$ cat config.mk
export PLATFORM = sky130hd
export DESIGN_NAME = if_fetch_stage
export DESIGN_NICKNAME = d
export VERILOG_FILES = /design/src/rtl/if_pkg.sv /design/src/rtl/wb_read_master.sv /design/src/rtl/if_fetch_stage.sv
export SDC_FILE = /design/constraint.sdc
export NUM_CORES = 1
export LEC_CHECK = 0
export BUFFER_PORTS_ARGS = -buffer_cell sky130_fd_sc_hd__buf_2
export CORE_AREA = 8 8 141 143
export CTS_CLUSTER_DIAMETER = 40
export DETAILED_ROUTE_END_ITERATION = 10
export DIE_AREA = 0 0 149 151
export GPL_TIMING_DRIVEN = 0
export PLACE_DENSITY = 0.55
export SLEW_MARGIN = 10
export SYNTH_ARGS = -nofsm -noshare
export SYNTH_HDL_FRONTEND = slang
export SYNTH_SLANG_ARGS = --single-unit
$ cat constraint.sdc
create_clock -name clk -period 9.2 [get_ports clk]
set_clock_uncertainty 0.2 [all_clocks]
set_input_delay 0.46 -clock clk [delete_from_list [all_inputs] [get_ports clk]]
set_output_delay 0.46 -clock clk [all_outputs]
set_load 0.005 [all_outputs]
$ cat src/rtl/if_pkg.sv
// Shared fetch-stage types and constants, also used by the core top for the boot PC.
package if_pkg;

   typedef enum logic [1:0] {
      FETCH    = 2'd0,
      WAIT_ACK = 2'd1,
      HOLD     = 2'd2
   } fetch_state_e;

   localparam logic [31:0] RESET_PC   = 32'h8000_0000;

   // Wide enough for bus widths up to 512 bits; users slice what they need.
   localparam logic [63:0] WB_SEL_ALL = '1;

endpackage

$ cat src/rtl/wb_read_master.sv
// Single-beat Wishbone classic read master: cyc/stb registered one cycle after req, held until ack.
// Latency = wait states + 1 after launch; abort never cuts a bus cycle, it only marks the result as dropped.
module wb_read_master #(
   parameter int                    ADDR_WIDTH = 32,
   parameter int                    DATA_WIDTH = 32,
   parameter logic [ADDR_WIDTH-1:0] RST_ADDR   = '0
) (
   input  logic                  clk,
   input  logic                  reset,
   input  logic                  req,
   input  logic [ADDR_WIDTH-1:0] addr,
   input  logic                  abort,
   output logic                  done,
   output logic                  drop,
   output logic [DATA_WIDTH-1:0] data,
   output logic                  wb_cyc_o,
   output logic                  wb_stb_o,
   output logic [ADDR_WIDTH-1:0] wb_adr_o,
   input  logic [DATA_WIDTH-1:0] wb_dat_i,
   input  logic                  wb_ack_i
);

   logic discard;

   // An ack with no cycle open (e.g. straggling across a reset) is never seen as done.
   assign done = wb_cyc_o & wb_ack_i;
   assign drop = discard | abort;
   assign data = wb_dat_i;

   always_ff @(posedge clk or posedge reset) begin
      if (reset) begin
         wb_cyc_o <= 1'b0;
         wb_stb_o <= 1'b0;
         wb_adr_o <= RST_ADDR;
         discard  <= 1'b0;
      end else begin
         if (!wb_cyc_o) begin
            if (req) begin
               wb_cyc_o <= 1'b1;
               wb_stb_o <= 1'b1;
               wb_adr_o <= addr;
            end
         end else if (wb_ack_i) begin
            wb_cyc_o <= 1'b0;
            wb_stb_o <= 1'b0;
         end

         if (done)
            discard <= 1'b0;
         else if (wb_cyc_o && abort)
            discard <= 1'b1;
      end
   end

endmodule

$ cat src/rtl/if_fetch_stage.sv
// Instruction fetch: one Wishbone read per PC, result held for decode until accepted; 3 cycles minimum per fetch.
// Decode backpressure holds the stage in HOLD with pc/inst stable; redirect overrides accept.
module if_fetch_stage
   import if_pkg::*;
#(
   parameter int                    ADDR_WIDTH = 32,
   parameter int                    DATA_WIDTH = 32,
   parameter logic [ADDR_WIDTH-1:0] PC_ADDR    = ADDR_WIDTH'(RESET_PC)
) (
   input  logic                    clk,
   input  logic                    reset,
   input  logic [ADDR_WIDTH-1:0]   pc_next_in,
   input  logic                    redirect,
   input  logic [ADDR_WIDTH-1:0]   redirect_pc,
   output logic                    wb_cyc_o,
   output logic                    wb_stb_o,
   output logic                    wb_we_o,
   output logic [ADDR_WIDTH-1:0]   wb_adr_o,
   output logic [DATA_WIDTH/8-1:0] wb_sel_o,
   input  logic [DATA_WIDTH-1:0]   wb_dat_i,
   input  logic                    wb_ack_i,
   output logic                    inst_valid,
   input  logic                    inst_ready,
   output logic [DATA_WIDTH-1:0]   inst_out,
   output logic [ADDR_WIDTH-1:0]   pc_out
);

   localparam logic [ADDR_WIDTH-1:0] ALIGN_MASK = ~ADDR_WIDTH'(3);
   localparam logic [ADDR_WIDTH-1:0] RST_PC     = PC_ADDR & ALIGN_MASK;

   fetch_state_e            state_q, state_d;
   logic [ADDR_WIDTH-1:0]   pc_reg;
   logic [ADDR_WIDTH-1:0]   pc_load_val;
   logic [DATA_WIDTH-1:0]   rd_data;
   logic                    req, done, drop;
   logic                    load_pc, capture, set_valid, clr_valid;

   assign wb_we_o  = 1'b0;
   assign wb_sel_o = WB_SEL_ALL[DATA_WIDTH/8-1:0];

   wb_read_master #(
      .ADDR_WIDTH (ADDR_WIDTH),
      .DATA_WIDTH (DATA_WIDTH),
      .RST_ADDR   (RST_PC)
   ) u_wb (
      .clk      (clk),
      .reset    (reset),
      .req      (req),
      .addr     (pc_reg),
      .abort    (redirect),
      .done     (done),
      .drop     (drop),
      .data     (rd_data),
      .wb_cyc_o (wb_cyc_o),
      .wb_stb_o (wb_stb_o),
      .wb_adr_o (wb_adr_o),
      .wb_dat_i (wb_dat_i),
      .wb_ack_i (wb_ack_i)
   );

   always_ff @(posedge clk or posedge reset) begin
      if (reset)
         state_q <= FETCH;
      else
         state_q <= state_d;
   end

   always_comb begin
      state_d     = state_q;
      req         = 1'b0;
      load_pc     = 1'b0;
      pc_load_val = pc_next_in;
      capture     = 1'b0;
      set_valid   = 1'b0;
      clr_valid   = 1'b0;
      case (state_q)
         FETCH: begin
            if (redirect) begin
               load_pc     = 1'b1;
               pc_load_val = redirect_pc;
               clr_valid   = 1'b1;
            end else begin
               req     = 1'b1;
               state_d = WAIT_ACK;
            end
         end
         WAIT_ACK: begin
            // The bus cycle runs to completion; a redirect only retargets the next fetch.
            if (redirect) begin
               load_pc     = 1'b1;
               pc_load_val = redirect_pc;
            end
            if (done) begin
               capture = 1'b1;
               if (drop) begin
                  state_d = FETCH;
               end else begin
                  set_valid = 1'b1;
                  state_d   = HOLD;
               end
            end
         end
         HOLD: begin
            if (redirect) begin
               load_pc     = 1'b1;
               pc_load_val = redirect_pc;
               clr_valid   = 1'b1;
               state_d     = FETCH;
            end else if (inst_ready) begin
               load_pc   = 1'b1;
               clr_valid = 1'b1;
               state_d   = FETCH;
            end
         end
         default: state_d = FETCH;
      endcase
   end

   always_ff @(posedge clk or posedge reset) begin
      if (reset) begin
         pc_reg     <= RST_PC;
         inst_valid <= 1'b0;
         inst_out   <= '0;
         pc_out     <= RST_PC;
      end else begin
         if (load_pc)
            pc_reg <= pc_load_val & ALIGN_MASK;
         if (capture) begin
            inst_out <= rd_data;
            pc_out   <= pc_reg;
         end
         if (set_valid)
            inst_valid <= 1'b1;
         else if (clr_valid)
            inst_valid <= 1'b0;
      end
   end

endmodule

Yosys cells after proc, flatten, opt, wreduce, memory -nomap -nowiden

Cells that the tools add are included.

Register bits: 128
Output and inout port bits: 104
Word-level logic and storage cells: 58
Bits of input ports: 101

Bitwise operators: 3
Reductions and logical operators: 10
Equal/unequal tests: 6
Muxes and demuxes: 30

Operator list:

| cell                                                                  | number |
|---|---|
| 32-bit 2-to-1 mux                                                     | 2 |
| 1-bit 2-to-1 mux                                                      | 20 |
| 2-bit 2-to-1 mux                                                      | 5 |
| 2-bit inequality test, second input constant                          | 3 |
| 2-bit one-hot mux with 3 select lines                                 | 1 |
| 2-bit nonzero test                                                    | 3 |
| 1-bit one-hot mux with 2 select lines                                 | 2 |
| 2-bit AND reduction                                                   | 2 |
| 3-bit inequality test, second input constant                          | 1 |
| 3-bit AND reduction                                                   | 1 |
| 3-bit OR reduction                                                    | 1 |
| 2-bit by 1-bit equality test with 1-bit output, second input constant | 1 |
| 2-bit equality test, second input constant                            | 1 |
| 2-bit zero test                                                       | 1 |
| 2-bit OR reduction                                                    | 1 |
| 1-bit bitwise AND                                                     | 1 |
| 1-bit logical AND                                                     | 1 |
| 1-bit NOT                                                             | 1 |
| 1-bit OR                                                              | 1 |

Longest topological paths before layout

Gate-level depths: netlist of the first run.

Depth after elaboration: 5
Gate-level depth with buffers: 6

Cells and area by module

Synthesis of the first run repeated with hierarchy kept, for this count alone.

Cells, all modules: 365
Area, all modules: 6,084.6 µm²

By module, submodules not included:

| module         | instances | cells an instance | area each (µm²) |
|---|---|---|---|
| if_fetch_stage | 1         | 251               | 4,369.2 |
| wb_read_master | 1         | 114               | 1,715.4 |

Least setup slack after synthesis of the first run

No wires, ideal clock.

Path kind: input -> register
From: input port redirect
To: register u_wb.wb_adr_o[10]
Setup time: 0.125 ns
Arrival: 1.510 ns
Buffers on the path: 2
Stages on the path: 4
Slack: 7.365 ns
Cell sequence: buf_6 > nor4_4 > buf_6 > mux2_4

Word-level cells in the longest chain between the ends: 3

Ends and longest elaborated chain:

| item                          | RTL line             | source |
|---|---|---|
| start: declaration            | if_fetch_stage.sv:13 | `input logic redirect,` |
| 1-bit 2-to-1 mux              | if_fetch_stage.sv:78 | `if (redirect) begin` |
| 1-bit 2-to-1 mux              | if_fetch_stage.sv:76 | `case (state_q)` |
| 2-bit AND reduction (no line) | -                    |  |
| end signal: assignment        | wb_read_master.sv:41 | `wb_adr_o <= addr;` |
| end: declaration              | wb_read_master.sv:18 | `output logic [ADDR_WIDTH-1:0] wb_adr_o,` |

No other way between the ends.
A chain may end at the register's enable or synchronous reset.

Final worst setup path of the first run

From: register state_q[1]
To: register u_wb.wb_adr_o[22]

Word-level cells in the longest chain between the ends: 3

Ends and longest elaborated chain:

| item                          | RTL line             | source |
|---|---|---|
| start: declaration            | if_fetch_stage.sv:31 | `fetch_state_e state_q, state_d;` |
| start signal: assignment      | if_fetch_stage.sv:65 | `state_q <= state_d;` |
| 2-bit zero test               | if_fetch_stage.sv:76 |  |
| 1-bit 2-to-1 mux              | if_fetch_stage.sv:76 |  |
| 2-bit AND reduction (no line) | -                    |  |

No other way between the ends.

==> results of run 1 <==
layout make-up:
class | count | share of cell area, %
buffer | 34 | 3.21
clock buffer | 21 | 6.73
clock inverter | 11 | 2.47
inverter | 31 | 1.70
multi-input combinational | 215 | 23.1
sequential | 128 | 44.9
tap | 229 | 4.01
timing repair buffer | 192 | 13.8
layout by cell type, fill, tap and decap left out, drive strengths merged, types with 2 or more instances in the layout:
| cell type | n |
|---|---|
| o21ai | 31 |
| buf | 218 |
| dfstp | 3 |
| conb | 9 |
| bufinv | 4 |
| nand2 | 33 |
| clkinv | 4 |
| a2bb2oi | 2 |
| dfrtp | 125 |
| a21oi | 34 |
| a21o | 2 |
| mux2 | 63 |
| inv | 33 |
| nor2 | 5 |
| clkbuf | 28 |
| o22ai | 29 |
power groups by stage:
stage / logic, mW / registers (mW) / clock network, mW
floorplan: 0.382 / 0.939 / 0
global placement: 0.729 / 0.925 / 0
detailed placement: 0.743 / 0.935 / 0
CTS: 0.748 / 0.929 / 0.757
global route: 0.802 / 0.957 / 0.787
finish: 0.724 / 0.926 / 0.739
metal layers:
layer | GRT usage [%] | wire length, um | vias up | part of all wire [%]
met5 | 0 | 0 | - | 0
met4 | 4.54 | 151 | 0 | 1.1
met3 | 4.63 | 1080 | 11 | 7.5
met2 | 20.9 | 6960 | 127 | 48
met1 | 15.7 | 6180 | 1853 | 43
li1 | - | - | 1804 | -
worst max-delay path: cells and delay by family (launching register included):
kind	cells	cell delay, ps
multiplexers	1	310
flip-flops	1	350
buffers and inverters	2	440
AND/OR/NAND/NOR	1	540
worst paths after layout:
| check | start | to | slack (ps) | cells after the start |
|---|---|---|---|---|
| setup / recovery | state_q[1]$_DFFE_PP0P_ | u_wb.wb_adr_o[22]$_DFFE_PP0P_ | 7230 | 4 |
| hold / removal | redirect | state_q[1]$_DFFE_PP0P_ | 70 | 2 |
| setup reg to reg | state_q[1]$_DFFE_PP0P_ | u_wb.wb_adr_o[22]$_DFFE_PP0P_ | 7230 | 4 |
| hold reg to reg | u_wb.wb_stb_o$_DFFE_PP0P_ | u_wb.wb_stb_o$_DFFE_PP0P_ | 280 | 1 |
| max in group asynchronous | reset | u_wb.wb_adr_o[31]$_DFFE_PP1P_ | 7610 | 4 |
| min in group asynchronous | reset | inst_out[18]$_DFFE_PP0P_ | 410 | 3 |
synthesized netlist by cell type:
cell and count:
nand3b_1 1, mux2_2 15, clkbuf_1 7, buf_6 6, dfrtp_1 125, and2_1 1, o221a_2 1, nand4b_1 1
dfstp_2 3, mux2_1 8, nor2_1 5, o21ai_1 2, nand4bb_1 1, conb_1 2, nand2_1 33, buf_4 12
nor4_4 1, a21bo_2 1, buf_2 9, o21ai_0 29, o22ai_1 29, mux2_4 40, a21o_1 2, a21oi_1 34
a2bb2oi_1 2, inv_1 31
cell families (layout without fill, tap and decap cells):
group	count (synthesis)	count (layout)	share of synthesized area (%)
simple gates	43	43	3.82
compound gates	100	100	10.8
flops	128	128	61.9
other cells	2	9	0.145
mux	63	63	16.6
buf+inv	65	289	6.67
==> impl_summary.txt, run 1 <==
----------------------------------------------------
[Clock network]
  Post_cts resized ... 0
  H-tree depth ... 4
  Number of buffers inserted by post-CTS setup repair ... 0
  Clk sink count ... 128
  Root Buffer Master ... clkbuf_16
  Cts-stage hold buffer count ... 1
  TritonCTS clock tree ... done
  Clock slew at the register clock pins of the worst setup and hold paths ... 60 ps
  Worst-Skew Late Latency ... 410 ps
  Bufs on Longest Clock Path ... 2
  Clock buffer count from CTS ... 17

[Placed design]
  Post-Place Cell Area ... 6470 um2
  Worst-case setup slack after placement ... 7080 ps
  Half-perimeter wire length after detailed placement ... 10700 um
  Number of placed instances with taps included ... 828
  Weighted congestion at the end of routability-driven global placement ... 0.749
  Number of buffer cells added on primary ports ... 190

[Final layout]
  Cell area after layout ... 7140 um2
  Post-layout util ... 40.4%
  Register bank with the most flops ... inst_out
  Number of fillers in the final layout ... 1698
  Synthesis-to-finish area growth ... 37.9%
  Sequential cell area ... 3210 um2
  Share of post-route cells with drive strength above 1 ... 49.4%
  Total inserted antenna cells ... 0
  Final instance count without filler cells ... 861
  Final net count ... 720
  Area of the multi-input gates ... 1650 um2
  Flip-flop count of the largest register after layout ... 32

[STA]
  Worst-Margin Slew ... 554 ps
  Number of setup violations in the final report ... 0
  Slew headroom ... 62.8%
  Minimum hold slack ... 65.5 ps
  Upper clock frequency limit ... 0.508 GHz
  Clock period minus final worst setup slack ... 1970 ps
  Hold violation total from the final report ... 0
  Final worst-path setup slack ... 7230 ps
  Setup_tns ... 0 ps
  Final slew viol count ... 0
  Period utilization ... 21.4%
  Setup repair after global routing missed its margin ... false

[Power and ir drop]
  Internal portion of total power ... 1.69 mW
  Sw power ... 0.694 mW
  Max rail drop VDD ... 0.143 mV
  Total power consumption of the routed design ... 2.39 mW
  Logic pwr share ... 30.3%
  Switching power as a share of total power ... 29.0%
  Clock power share ... 30.9%
  Total leakage power ... 3.65 nW
  Power per cell area ... 334 nW/um2
  Sequential group share of total power ... 38.8%

[Critical path]
  Critical path's slowest cell ... nor4_4
  Arrival time worst endpoint ... 2060 ps
  Kind of start point of the critical path ... register
  Cells along the critical path ... buf_4, nor4_4, buf_6, mux2_4
  CP peak stage delay ... 540 ps
  Critical Path End Type ... register
  Critical Setup Path Class ... reg -> reg
  Crit path required time ... 9290 ps
  Crit path max fanout ... 10

[Synth]
  Post-synth design cell area ... 5180 um2
  Cell taking the most area after synthesis ... dfrtp_1
  Number of storage elements in the synthesis netlist ... 128
  Synthesis Warnings ... 0
  Register area share after synthesis ... 61.9%
  Post-Syn Instances ... 401
  Area share of the largest cell type after synthesis ... 60.4%
  Top cells by area, synth ... dfrtp_1, mux2_4, o22ai_1, a21oi_1, mux2_2
  Number of distinct library cells after synthesis ... 26
  Synthesized area per cell ... 12.9 um2

[Global route]
  Number of antenna violations at the first check in global routing ... 0
  Pin count of the biggest net entering global routing ... 86
  Total overflow reported by the global router ... 0
  Global Route Usage Sum ... 12.9%
  Via count of the first global-routing pass ... 4195
  Wire length of the first global-routing pass ... 22700 um

[Floorplan]
  Area of the core region ... 17700 um2
  Height of the chip ... 151 um
  Count of pins on the block boundary ... 205
  Die Outline Area ... 22500 um2
  Initial Utilization ... 29.3%
  Cell row count ... 49
  Die boundary width ... 149 um

[Drt]
  Number of design rule violations left after detail routing ... 0
  Number of detailed-routing iterations run before antenna repair ... 4
  Vias per std cell ... 4.41
  Iter 0 DRT Violations ... 67
  Post-Route WL ... 14400 um
  Detail-routed net length per standard cell ... 16.7 um
  Count of antenna-violating nets left after detailed routing ... 0
  Total number of vias ... 3795

[Worst hold path]
  Worst min path class ... in -> reg

[Run]
  Max Cap Viol ... 0

[Outcome]
  Result of the run ... finished clean

----------------------------------------------------
Note: power is estimated with default switching activity, not from simulation.
==> run 2, diff against run 1 <==
--- a/config.mk
+++ b/config.mk
@@ -5,13 +5,14 @@
 export SDC_FILE = /design/constraint.sdc
 export NUM_CORES = 1
 export LEC_CHECK = 0
+export ABC_AREA = 1
 export BUFFER_PORTS_ARGS = -buffer_cell sky130_fd_sc_hd__buf_2
-export CORE_AREA = 8 8 141 143
+export CORE_AREA = 8 8 147 149
 export CTS_CLUSTER_DIAMETER = 40
 export DETAILED_ROUTE_END_ITERATION = 10
-export DIE_AREA = 0 0 149 151
+export DIE_AREA = 0 0 155 157
 export GPL_TIMING_DRIVEN = 0
-export PLACE_DENSITY = 0.55
+export PLACE_DENSITY = 0.56
 export SLEW_MARGIN = 10
 export SYNTH_ARGS = -nofsm -noshare
 export SYNTH_HDL_FRONTEND = slang
==> constraint.sdc (replaced) <==
create_clock -name clk -period 1.6 [get_ports clk]
set_clock_uncertainty 0.2 [all_clocks]
set_input_delay 0.08 -clock clk [delete_from_list [all_inputs] [get_ports clk]]
set_output_delay 0.08 -clock clk [all_outputs]
set_load 0.005 [all_outputs]
==> impl_summary.txt, run 2 <==
----------------------------------------------------
[Critical path]
  Worst setup path end ... state_q[1]$_DFFE_PP0P_
  Critical path's slowest cell ... dlygate4sd3_1
  Family of cells with the greatest summed delay on the critical path ... buffers and inverters
  Arrival time worst endpoint ... 1680 ps (-380 ps)
  CP dominant cell by count ... dlygate4sd3_1
  Register-to-Register Path Depth ... 4 (unchanged)
  Cells along the critical path ... dlygate4sd3_1, buf_4, inv_2, nand2_1, dlygate4sd3_1, o31ai_1
  R2R setup slack ... 60 ps (-7170 ps)
  Buffer and inverter count on the worst path ... 4 (+2)
  Worst r2r src ... state_q[0]$_DFFE_PP0P_
  First element of the critical path ... redirect
  Number of cells on the critical path ... 6 (+2)
  Critical Path End Type ... register
  Crit path max fanout ... 9 (-1)
  Capturing point of the worst reg2reg path ... u_wb.wb_adr_o[15]$_DFFE_PP0P_
  Critical Setup Path Class ... in -> reg
  Kind of start point of the critical path ... input pin
  CP peak stage delay ... 560 ps (+20 ps)
  Crit path required time ... 1710 ps (-7580 ps)

[Outcome]
  Result of the run ... finished clean

[Synth]
  Main synth FF type ... dfrtp_1
  Synthesis Warnings ... 0 (unchanged)
  XOR/XNOR Fraction of Synth Area ... 0% (unchanged)
  Post-synth design cell area ... 5660 um2 (+9.3%)
  Synthesized-area fraction occupied by adder cells ... 0% (unchanged)
  Cell taking the most area after synthesis ... dfrtp_1
  Area share of the largest cell type after synthesis ... 55.3% (-5.2 points)
  Number of enable-type register cells in the synthesized netlist ... 0 (unchanged)
  Asr flop ratio synth ... 100% (unchanged)
  Synthesized-area fraction occupied by ao, oa, aoi and oai cells ... 7.16% (-3.7 points)
  Post-Synth Simple-Gate Area ... 26.0% (+22 points)
  Synthesized area per cell ... 8.84 um2 (-31%)
  Post-Syn Instances ... 640 (+60%)
  Register area share after synthesis ... 56.7% (-5.3 points)
  Top cells by area, synth ... dfrtp_1, nand2_1, nand3_1, inv_1, nand3b_1
  Fraction of synthesized area in multiplexers ... 0% (-17 points)
  Number of distinct library cells after synthesis ... 21 (-19%)
  Post-synth top cells ... nand2_1, dfrtp_1, nand3_1
  Dominant combinational cell family by area after synthesis ... simple AND/OR/NAND/NOR gates
  Most common cell in the netlist ... nand2_1
  Number of storage elements in the synthesis netlist ... 128 (unchanged)

[Final layout]
  Number of fillers in the final layout ... 1883 (+11%)
  Share of post-route cells with drive strength above 1 ... 31.4% (-18 points)
  Register bank with the most flops ... inst_out
  Most frequent standard cell in the layout excluding fill and tap cells ... buf_2
  Post-layout util ... 45.3% (+4.9 points)
  Final net count ... 1061 (+47%)
  Commonest cells after routing, fill and taps aside ... buf_2, nand2_1, dfrtp_1
  Synthesis-to-finish area growth ... 53.7%
  Flip-flop count of the largest register after layout ... 32 (unchanged)

[Run]
  Max Cap Viol ... 0 (unchanged)

[Drt]
  Post-Route WL ... 19400 um (+35%)
  Iter 0 DRT Violations ... 250 (+270%)
  Number of design rule violations left after detail routing ... 0 (unchanged)
  Number of detailed-routing iterations run before antenna repair ... 4 (unchanged)
  Total number of vias ... 5333 (+41%)
  Vias per std cell ... 4.30 (-2.3%)
  Count of antenna-violating nets left after detailed routing ... 0 (unchanged)
  Detail-routed net length per standard cell ... 15.6 um (-6.3%)

[Clock network]
  H-tree depth ... 4 (unchanged)
  Clock slew at the register clock pins of the worst setup and hold paths ... 50 ps (about the same)
  Bufs on Longest Clock Path ... 2 (unchanged)
  Root Buffer Master ... clkbuf_16
  Worst-Skew Late Latency ... 410 ps (about the same)
  Clock buffer count from CTS ... 17 (unchanged)
  Clk sink count ... 128 (unchanged)
  TritonCTS clock tree ... done

[Global route]
  Total overflow reported by the global router ... 0 (unchanged)
  Pin count of the biggest net entering global routing ... 37 (-57%)
  Wire length of the first global-routing pass ... 30500 um (+35%)
  Global Route Usage Sum ... 16.1% (+3.2 points)
  Via count of the first global-routing pass ... 5648 (+35%)
  Number of antenna violations at the first check in global routing ... 0 (unchanged)

[Floorplan]
  Count of pins on the block boundary ... 205 (unchanged)
  Cell row count ... 51 (+4.1%)
  Height of the chip ... 157 um (+4.0%)
  Die Outline Area ... 24300 um2 (+8.2%)
  Area of the core region ... 19200 um2 (+8.8%)
  Die boundary width ... 155 um (+4.0%)
  Initial Utilization ... 29.5% (+0.15 points)

[STA]
  Setup repair after global routing missed its margin ... true
  Final slew viol count ... 0 (unchanged)
  Period utilization ... 98.2%
  Worst-Margin Slew ... 600 ps (+45.7 ps)
  Hold violation total from the final report ... 0 (unchanged)
  Slew headroom ... 60.0% (-2.8 points)
  Number of setup violations in the final report ... 0 (unchanged)
  Upper clock frequency limit ... 0.637 GHz
  Clock period minus final worst setup slack ... 1570 ps

[Power and ir drop]
  Power per cell area ... 1550 nW/um2 (+360%)
  Total leakage power ... 4.70 nW (+29%)
  Total power consumption of the routed design ... 13.5 mW (+470%)
  Max rail drop VDD ... 0.615 mV (+330%)

[Worst hold path]
  Worst min path class ... in -> async

[Placed design]
  Half-perimeter wire length after detailed placement ... 13300 um (+24%)
  Number of buffer cells added on primary ports ... 190 (unchanged)
  Weighted congestion at the end of routability-driven global placement ... 0.743 (-0.72%)

----------------------------------------------------
## run 2: changes by cell type after synthesis, sizes merged, moves of 5 or more
| cell | previous run | this run |
|---|---|---|
| a21oi | 34 | 0 |
| mux2 | 63 | 0 |
| buf | 27 | 38 |
| o21ai | 31 | 63 |
| inv | 31 | 69 |
| nand3b | 1 | 30 |
| o22ai | 29 | 0 |
| nand3 | 0 | 95 |
| clkbuf | 7 | 12 |
| nand2 | 33 | 199 |
## run 2: report_power, final
group          total (mW)  internal, mW  leakage (nW)  switching [mW]
Combinational        4.36          1.94          2.81            2.42
Clock                4.01          2.57         0.296            1.44
Sequential           5.13          4.49          1.59           0.639
Total                13.5          9.00          4.70            4.49
## run 2: stage by stage
step	instances	instance area (um2)	setup TNS [ps]	hold WS (ps)	worst slack, ps
4_1_cts	1236	8650	0	96.9	13.7
5_1_grt	1238	8700	-377	139	-65.8
6_report	1239	8700	0	106	29.0
2_1_floorplan	647	5690	-32350	-23.6	-259
3_5_place_dp	1106	7050	-2370	-222	-114
3_3_place_gp	1102	6970	-154500	79.4	-1220
## run 2: worst min path at each step
stage / startpoint / endpoint / slack [ps] / depth (start not counted)
6_report: reset / inst_out[11]$_DFFE_PP0P_ / 110 / 4
5_1_grt: reset / u_wb.wb_adr_o[15]$_DFFE_PP0P_ / 140 / 4
4_1_cts: reset / inst_out[15]$_DFFE_PP0P_ / 100 / 4
3_5_place_dp: reset / inst_out[9]$_DFFE_PP0P_ / -220 / 2
3_3_place_gp: wb_ack_i / u_wb.wb_cyc_o$_DFF_PP0_ / 80 / 2
2_1_floorplan: wb_ack_i / u_wb.wb_cyc_o$_DFF_PP0_ / -20 / 1
## run 2: cells by family after synthesis
kind of cell	after synthesis
flops	128
other cells	2
simple gates	327
buf+inv	119
compound gates	64
## run 2: layer usage
metal  GRT usage, %  part of all wire [%]
met1           19.2                    43
met2           27.1                    48
met3           4.80                   6.6
met4           5.83                   1.9
met5              0                     0
## run 2: worst reg2reg max path, delay by kind of cell, from the launching register on
family,cells,cell delay (ps)
DFF,1,420
and+or+nand+nor,2,350
AOI/OAI and AO/OA,1,210
buffers and inverters,1,270
## run 2: timing repair
action	CTS	global route
gates resized for setup	7	22
endpoints found under the setup margin	51	103
pin swaps	0	0
hold endpoints to repair	195	0
hold buffers	98	0
buffers inserted	0	2
## run 2: area by class of cell
type                       instances  area [um2]  share of cell area [%]
clock buffer                      22         474                    5.45
multi-input combinational        400        1910                    21.9
tap                              265         332                    3.81
clock inverter                    10         134                    1.54
sequential                       128        3210                    36.9
timing repair buffer             294        2030                    23.3
antenna                            1        2.50                  0.0288
inverter                          69         268                    3.08
buffer                            50         350                    4.03
